**src/rtl/mem_port_arbiter_pkg.sv**
```systemverilog
// Shared state encoding and default tuning constants for the IF/MEM memory port arbiter.
package mem_arb_pkg;

    typedef enum logic [2:0] {
        IDLE   = 3'd0,
        BUSY_I = 3'd1,
        BUSY_D = 3'd2,
        DONE_I = 3'd3,
        DONE_D = 3'd4
    } arb_state_e;

    localparam int DEF_MAX_D_STREAK = 2;
    localparam int DEF_TIMEOUT      = 255;

endpackage

```
**src/rtl/mem_port_arbiter.sv**
```systemverilog
// Shares one single-port memory between instruction fetch and load/store, with
// MEM priority, an IF anti-starvation streak limit and an access timeout.
module mem_port_arbiter
    import mem_arb_pkg::*;
#(
    parameter int ADDR_W       = 32,
    parameter int DATA_W       = 32,
    parameter int MAX_D_STREAK = DEF_MAX_D_STREAK,
    parameter int TIMEOUT      = DEF_TIMEOUT
) (
    input  logic              clk,
    input  logic              rst_n,
    input  logic              if_req,
    input  logic [ADDR_W-1:0] if_addr,
    output logic              if_done,
    output logic [DATA_W-1:0] if_rdata,
    input  logic              d_req,
    input  logic              d_we,
    input  logic [ADDR_W-1:0] d_addr,
    input  logic [DATA_W-1:0] d_wdata,
    output logic              d_done,
    output logic [DATA_W-1:0] d_rdata,
    output logic              stall_if,
    output logic              stall_mem,
    output logic              mem_req,
    output logic              mem_we,
    output logic [ADDR_W-3:0] mem_addr,
    output logic [DATA_W-1:0] mem_wdata,
    input  logic [DATA_W-1:0] mem_rdata,
    input  logic              mem_ack,
    output logic              err
);

    localparam int SW = (MAX_D_STREAK < 1) ? 1 : $clog2(MAX_D_STREAK + 1);
    localparam logic [SW-1:0] STREAK_MAX = SW'(MAX_D_STREAK);
    // Counter holds (busy cycles - 1), so the last allowed cycle is TIMEOUT-1.
    localparam logic [7:0]    TO_LAST    = 8'(TIMEOUT - 1);

    arb_state_e        state_q,     state_d;
    logic [SW-1:0]     streak_q,    streak_d;
    logic [7:0]        to_cnt_q,    to_cnt_d;
    logic              mem_req_q,   mem_req_d;
    logic              mem_we_q,    mem_we_d;
    logic [ADDR_W-3:0] mem_addr_q,  mem_addr_d;
    logic [DATA_W-1:0] mem_wdata_q, mem_wdata_d;
    logic              if_done_q,   if_done_d;
    logic              d_done_q,    d_done_d;
    logic [DATA_W-1:0] if_rdata_q,  if_rdata_d;
    logic [DATA_W-1:0] d_rdata_q,   d_rdata_d;
    logic              err_q,       err_d;

    logic grant_d;
    logic grant_i;
    logic timeout_hit;

    // Byte-lane bits are dropped: the memory is word addressed.
    logic unused_addr_bits;
    assign unused_addr_bits = ^{if_addr[1:0], d_addr[1:0]};

    assign grant_d     = d_req && (!if_req || (streak_q < STREAK_MAX));
    assign grant_i     = !grant_d && if_req;
    assign timeout_hit = (to_cnt_q == TO_LAST);

    always_ff @(posedge clk or negedge rst_n) begin
        if (!rst_n) begin
            state_q     <= IDLE;
            streak_q    <= '0;
            to_cnt_q    <= '0;
            mem_req_q   <= 1'b0;
            mem_we_q    <= 1'b0;
            mem_addr_q  <= '0;
            mem_wdata_q <= '0;
            if_done_q   <= 1'b0;
            d_done_q    <= 1'b0;
            if_rdata_q  <= '0;
            d_rdata_q   <= '0;
            err_q       <= 1'b0;
        end else begin
            state_q     <= state_d;
            streak_q    <= streak_d;
            to_cnt_q    <= to_cnt_d;
            mem_req_q   <= mem_req_d;
            mem_we_q    <= mem_we_d;
            mem_addr_q  <= mem_addr_d;
            mem_wdata_q <= mem_wdata_d;
            if_done_q   <= if_done_d;
            d_done_q    <= d_done_d;
            if_rdata_q  <= if_rdata_d;
            d_rdata_q   <= d_rdata_d;
            err_q       <= err_d;
        end
    end

    always_comb begin
        state_d  = state_q;
        streak_d = streak_q;
        to_cnt_d = to_cnt_q;
        unique case (state_q)
            IDLE: begin
                to_cnt_d = '0;
                if (grant_d) begin
                    state_d = BUSY_D;
                    if (streak_q < STREAK_MAX) begin
                        streak_d = streak_q + SW'(1);
                    end
                end else if (grant_i) begin
                    state_d  = BUSY_I;
                    streak_d = '0;
                end
            end
            BUSY_I, BUSY_D: begin
                to_cnt_d = to_cnt_q + 8'd1;
                if (mem_ack || timeout_hit) begin
                    state_d = (state_q == BUSY_I) ? DONE_I : DONE_D;
                end
            end
            DONE_I, DONE_D: state_d = IDLE;
            default:        state_d = IDLE;
        endcase
    end

    always_comb begin
        mem_req_d   = mem_req_q;
        mem_we_d    = mem_we_q;
        mem_addr_d  = mem_addr_q;
        mem_wdata_d = mem_wdata_q;
        if_rdata_d  = if_rdata_q;
        d_rdata_d   = d_rdata_q;
        err_d       = err_q;
        if_done_d   = 1'b0;
        d_done_d    = 1'b0;
        unique case (state_q)
            IDLE: begin
                mem_req_d = 1'b0;
                if (grant_d) begin
                    mem_req_d   = 1'b1;
                    mem_we_d    = d_we;
                    mem_addr_d  = d_addr[ADDR_W-1:2];
                    mem_wdata_d = d_wdata;
                end else if (grant_i) begin
                    mem_req_d  = 1'b1;
                    mem_we_d   = 1'b0;
                    mem_addr_d = if_addr[ADDR_W-1:2];
                end
            end
            BUSY_I: begin
                // An ack in the final allowed cycle still counts as success.
                if (mem_ack) begin
                    if_rdata_d = mem_rdata;
                    mem_req_d  = 1'b0;
                    if_done_d  = 1'b1;
                end else if (timeout_hit) begin
                    err_d      = 1'b1;
                    mem_req_d  = 1'b0;
                    if_done_d  = 1'b1;
                end
            end
            BUSY_D: begin
                if (mem_ack) begin
                    if (!mem_we_q) begin
                        d_rdata_d = mem_rdata;
                    end
                    mem_req_d = 1'b0;
                    d_done_d  = 1'b1;
                end else if (timeout_hit) begin
                    err_d     = 1'b1;
                    mem_req_d = 1'b0;
                    d_done_d  = 1'b1;
                end
            end
            default: ;
        endcase
    end

    assign if_done   = if_done_q;
    assign d_done    = d_done_q;
    assign if_rdata  = if_rdata_q;
    assign d_rdata   = d_rdata_q;
    assign mem_req   = mem_req_q;
    assign mem_we    = mem_we_q;
    assign mem_addr  = mem_addr_q;
    assign mem_wdata = mem_wdata_q;
    assign err       = err_q;
    assign stall_if  = if_req & ~if_done_q;
    assign stall_mem = d_req & ~d_done_q;

endmodule

```
**config.mk**
```make
export PLATFORM = sky130hd
export DESIGN_NAME = mem_port_arbiter
export DESIGN_NICKNAME = d
export VERILOG_FILES = /design/src/rtl/mem_port_arbiter_pkg.sv /design/src/rtl/mem_port_arbiter.sv
export SDC_FILE = /design/constraint.sdc
export NUM_CORES = 1
export LEC_CHECK = 0
export BUFFER_PORTS_ARGS = -buffer_cell sky130_fd_sc_hd__buf_2
export CORE_MARGIN = 5
export CORE_UTILIZATION = 39
export DETAILED_ROUTE_END_ITERATION = 10
export MAX_ROUTING_LAYER = met4
export PLACE_DENSITY_LB_ADDON = 0.08
export SLEW_MARGIN = 15
export SYNTH_ARGS = -nofsm -noshare
export SYNTH_HDL_FRONTEND = slang
export SYNTH_SLANG_ARGS = --single-unit
export TNS_END_PERCENT = 30
```
**constraint.sdc**
```tcl
create_clock -name clk -period 3.9 [get_ports clk]
set_input_delay 0.585 -clock clk [delete_from_list [all_inputs] [get_ports clk]]
set_output_delay 0.585 -clock clk [all_outputs]
set_load 0.02 [all_outputs]
```
# After elaboration in Yosys (flattened, before gate mapping)
# Index checks and enable logic that the tools add are counted.
# Widths: inputs -> output; s select.
# totals
regBits	144
out_inout_bits	133
elab_cells	68
inputBits	134
# classes
n_lt_le_gt_ge	1
add_sub_neg	2
reduce_logical	18
n_mux	22
bitwise_logic	6
n_eq_ne	7
# ops
op	n
$mux 30	2
$pmux 8 s2	1
$mux 3	4
$mux 1	10
$reduce_and 2->1	5
$reduce_and 3->1	3
$add 8x1->8 const B	1
$eq 8x8->1 const B	1
$mux 2	3
$pmux 3 s2	1
$ne 2x1->1 const B	2
$not 1->1	4
$reduce_bool 2->1	2
$eq 3x1->1 const B	1
$eq 3x2->1 const B	1
$logic_not 3->1	1
$ne 3x1->1 const B	1
$ne 3x3->1 const B	1
$add 2x1->2 const B	1
$and 1x1->1	2
$logic_and 1x1->1	2
$logic_not 1->1	2
$logic_or 1x1->1	2
$lt 2x2->1 const B	1
2 further kinds	2

# Longest topological paths before layout
# depth
word_depth	8
depth_mapped	6
ltp_nobuf	5

# Least setup slack after synthesis
# No wires, ideal clock.
# synth_path
path_type	register to register
start	register state_q[1]
end	register if_rdata_q[10], in the netlist if_rdata[10]
synth_period_minus_slack_ns	1.654
path_buffers	2
path_stages_with_launch	6
path_slack_ns	2.246
arrival_time_ns	1.529
cell_sequence	dfrtp_1 -> buf_6 -> or3b_4 -> nor2_8 -> buf_12 -> mux2_4
# synth_between
elab_chain_len	2
# synth_lines
item	line_no	text
start, declared	mem_port_arbiter.sv:39	arb_state_e state_q, state_d;
start signal, assigned	mem_port_arbiter.sv:79	state_q <= state_d;
$eq 3x1->1	mem_port_arbiter.sv:132	unique case (state_q)
$reduce_and 2->1 (no line)	-	
end signal, assigned	mem_port_arbiter.sv:88	if_rdata_q <= if_rdata_d;
end, declared	mem_port_arbiter.sv:48	logic [DATA_W-1:0] if_rdata_q, if_rdata_d;
# No other way between the ends.
# A chain may end at the register's enable or synchronous reset.

# Final worst setup path
# layout_path
start	register state_q[2]
end	register mem_wdata_q[25], in the netlist mem_wdata[25]
# layout_between
elab_chain_len	2
# layout_lines
item	line_no	text
$logic_not 3->1	mem_port_arbiter.sv:132	
$reduce_and 2->1 (no line)	-	
end signal, assigned	mem_port_arbiter.sv:85	mem_wdata_q <= mem_wdata_d;
end, declared	mem_port_arbiter.sv:45	logic [DATA_W-1:0] mem_wdata_q, mem_wdata_d;
# No other way between the ends.

==> impl_metrics.json <==
{
  "layoutNonFillerInstCount": 947,
  "yosys.cell_count.top_type": "dfrtp_1",
  "vias": 4589,
  "crit_family": "simple AND/OR/NAND/NOR gates",
  "syn_area_sq_mm": 0.00608,
  "finalMaxSlewViolations": 0,
  "cts_resized": 0,
  "synth_top_area_share": 0.593,
  "startpoint_type": "flop",
  "core_sq_mm": 0.0153,
  "grt_max_degree": 109,
  "r2r_setup_slack_ps": 1540,
  "r2r_start": "state_q[2]",
  "fin_nets": 859,
  "synthArstFlopShare": 1.00,
  "worstMarginPinSlew_ps": 971,
  "grt_pass1_wl_um": 25300,
  "place_hpwl_um": 11500,
  "fmax_mhz": 424,
  "avgSynthCellArea_sq_um": 13.0,
  "clk_path_buf_depth": 2,
  "tns_ps": 0,
  "gp_congestion": 0.785,
  "fin_crit_sh": 0.605,
  "rr_endpoint": "mem_wdata[25]",
  "postCtsHoldBufs": 0,
  "drcViolationCount": 0,
  "clk_pin_slew_ps": 60,
  "n_fill_cell": 1346,
  "post-cts-setup-buffer-count": 0,
  "cts_buffers": 17,
  "multi_input_area_sq_mm": 0.00225,
  "grt_overflow_total": 0,
  "slowest_delay_ps": 590,
  "vias_per_cell": 4.85,
  "min_period_ps": 2360,
  "path_depth": 4,
  "hold_path.class": "in -> async",
  "skew_ps": 5.56,
  "clkSinkCount": 144,
  "crit_fanout": 34,
  "cts_tree": "yes",
  "rsz0062_at_grt": "no",
  "postSynthCellCount": 466,
  "die-area_sq_mm": 0.0182,
  "crit_buf_inv": 1,
  "syn-num-nets": 602,
  "placementRows": 45,
  "crit_chain": "nor3_4 -> buf_4 -> nand2_2 -> mux2_1",
  "drive_above_1_share": 0.507,
  "setup_viol": 0,
  "cp.arrival_ps": 2650,
  "synth_flop_cell": "dfrtp_1",
  "initial_utilization": 0.398,
  "io_pins": 267,
  "outcome": "completed",
  "die_width_um": 135,
  "pwr_density_cell_mw_per_mm2": 935,
  "leakage_uw": 0.00397,
  "die_h_um": 135,
  "drt-total-wl_um": 15900,
  "seqCellArea_sq_mm": 0.00360,
  "vdd_drop_max_mv": 0.317,
  "ys_seq_area_frac": 0.593,
  "dr.first_iter.drc_count": 178,
  "postRouteAntennaNets": 0,
  "slowest_stage": "dfrtp_1",
  "grtUsageTotal": 0.183,
  "cap_violations": 0,
  "dp.cells": 915,
  "h-tree-depth": 4,
  "antenna_found_initial": 0,
  "critPathRequiredTime_ps": 4190,
  "hold_violations": 0,
  "clock_latency_ps": 410,
  "port_buffers": 262,
  "synth_area_leader_cell": "dfrtp_1",
  "synth-seq-cells": 144,
  "wl_per_cell_um": 16.8,
  "critical_path.endpoint": "mem_wdata[25]",
  "first_pass_iters": 4,
  "clockRootBuffer": "clkbuf_16",
  "relSlewSlack": 0.352,
  "antenna_cells": 0,
  "crit_type": "reg -> reg",
  "grt_pass1_vias": 4816,
  "synth_edf_count": 0,
  "holdWs_ps": 301,
  "synthTopCellsByArea": "dfrtp_1 59%, mux2_4 7.4%, mux2_2 6.5%",
  "reg2reg_depth": 4,
  "setup.worst_path.start": "state_q[2]",
  "synthTopCellsByCount": "144 x dfrtp_1, 68 x nand2_1, 37 x a21oi_1",
  "yosysWarnings": 0,
  "critPathCaptureType": "flop",
  "synthToLayoutAreaGrowth_pct": 33.8,
  "yosysUniqueCellTypes": 48
}
## power by group
part / switching [uW] / internal [uW] / total, uW
registers: 422 / 2220 / 2650
clock network: 605 / 1070 / 1680
logic: 1940 / 1340 / 3280
## worst reg2reg max path, stage by stage, from the launching register on
cell,delay (ps)
dfrtp_1,590
nor3_4,190
buf_4,370
nand2_2,550
mux2_1,530
## registers in the layout, summed over array words and instances (netlist names)
signal,flops
to_cnt_q,8
streak_q,2
mem_we,1
d_done,1
d_rdata,32
if_rdata,32
mem_addr,30
err,1
mem_wdata,32
if_done,1
state_q,3
mem_req,1
## metrics by stage
stage / utilization / setup slack [ps] / cell area (sq um) / power [uW]
2_1_floorplan: - / 2250 / 6080 / 4860
3_3_place_gp: 0.492 / 1600 / 7510 / 5920
3_5_place_dp: 0.492 / 1540 / 7510 / 6000
4_1_cts: 0.533 / 1530 / 8130 / 7700
5_1_grt: 0.533 / 1370 / 8130 / 8070
6_report: 0.533 / 1540 / 8130 / 7600
## per-layer routing
layer,wire (um),part of all wire,track usage
met5,0,0,-
met4,218,0.014,0.0600
met3,1300,0.082,0.0585
met2,7640,0.48,0.291
met1,6760,0.42,0.222
## layout make-up
class / count / area share
Multi-Input combinational cell: 284 / 0.276
Tap cell: 211 / 0.0325
Clock buffer: 23 / 0.0600
Timing Repair Buffer: 269 / 0.169
Sequential cell: 144 / 0.443
Clock inverter: 9 / 0.0160
Inverter: 7 / 0.00323
## cells by family after synthesis
family                   share of synthesized area
adder cells (fa/ha/maj)                    0.00576
flip-flops                                   0.593
AND/OR/NAND/NOR                             0.0756
XOR/XNOR                                   0.00268
AO/OA/AOI/OAI                               0.0821
multiplexers                                 0.203
buffers and inverters                       0.0379
## cell usage in the layout, fill, tap and decap left out, types with 2 or more instances in the layout
cell	n
bufinv_16	3
nor3_1	4
or3_1	2
buf_2	261
mux2_2	35
o211ai_1	2
mux2i_1	4
mux2_4	30
o31ai_1	2
nor2_1	3
clkbuf_8	4
mux2_1	31
clkinvlp_4	4
o21ai_0	2
inv_1	7
nor2b_1	2
clkbuf_1	2
ha_1	2
nor4_1	3
buf_4	7
a21oi_1	37
clkbuf_16	17
clkinv_2	2
dfrtp_1	144
nand3_1	2
a31oi_1	32
nand2_1	68
## how the worst min path moves through the flow
stage,cells past startpoint,endpoint
6_report,1,mem_wdata[20]
5_1_grt,2,mem_wdata[28]
4_1_cts,1,mem_wdata[20]
2_1_floorplan,0,d_done
3_3_place_gp,1,to_cnt_q[6]
3_5_place_dp,1,err
(Power assumes the default switching activity.)
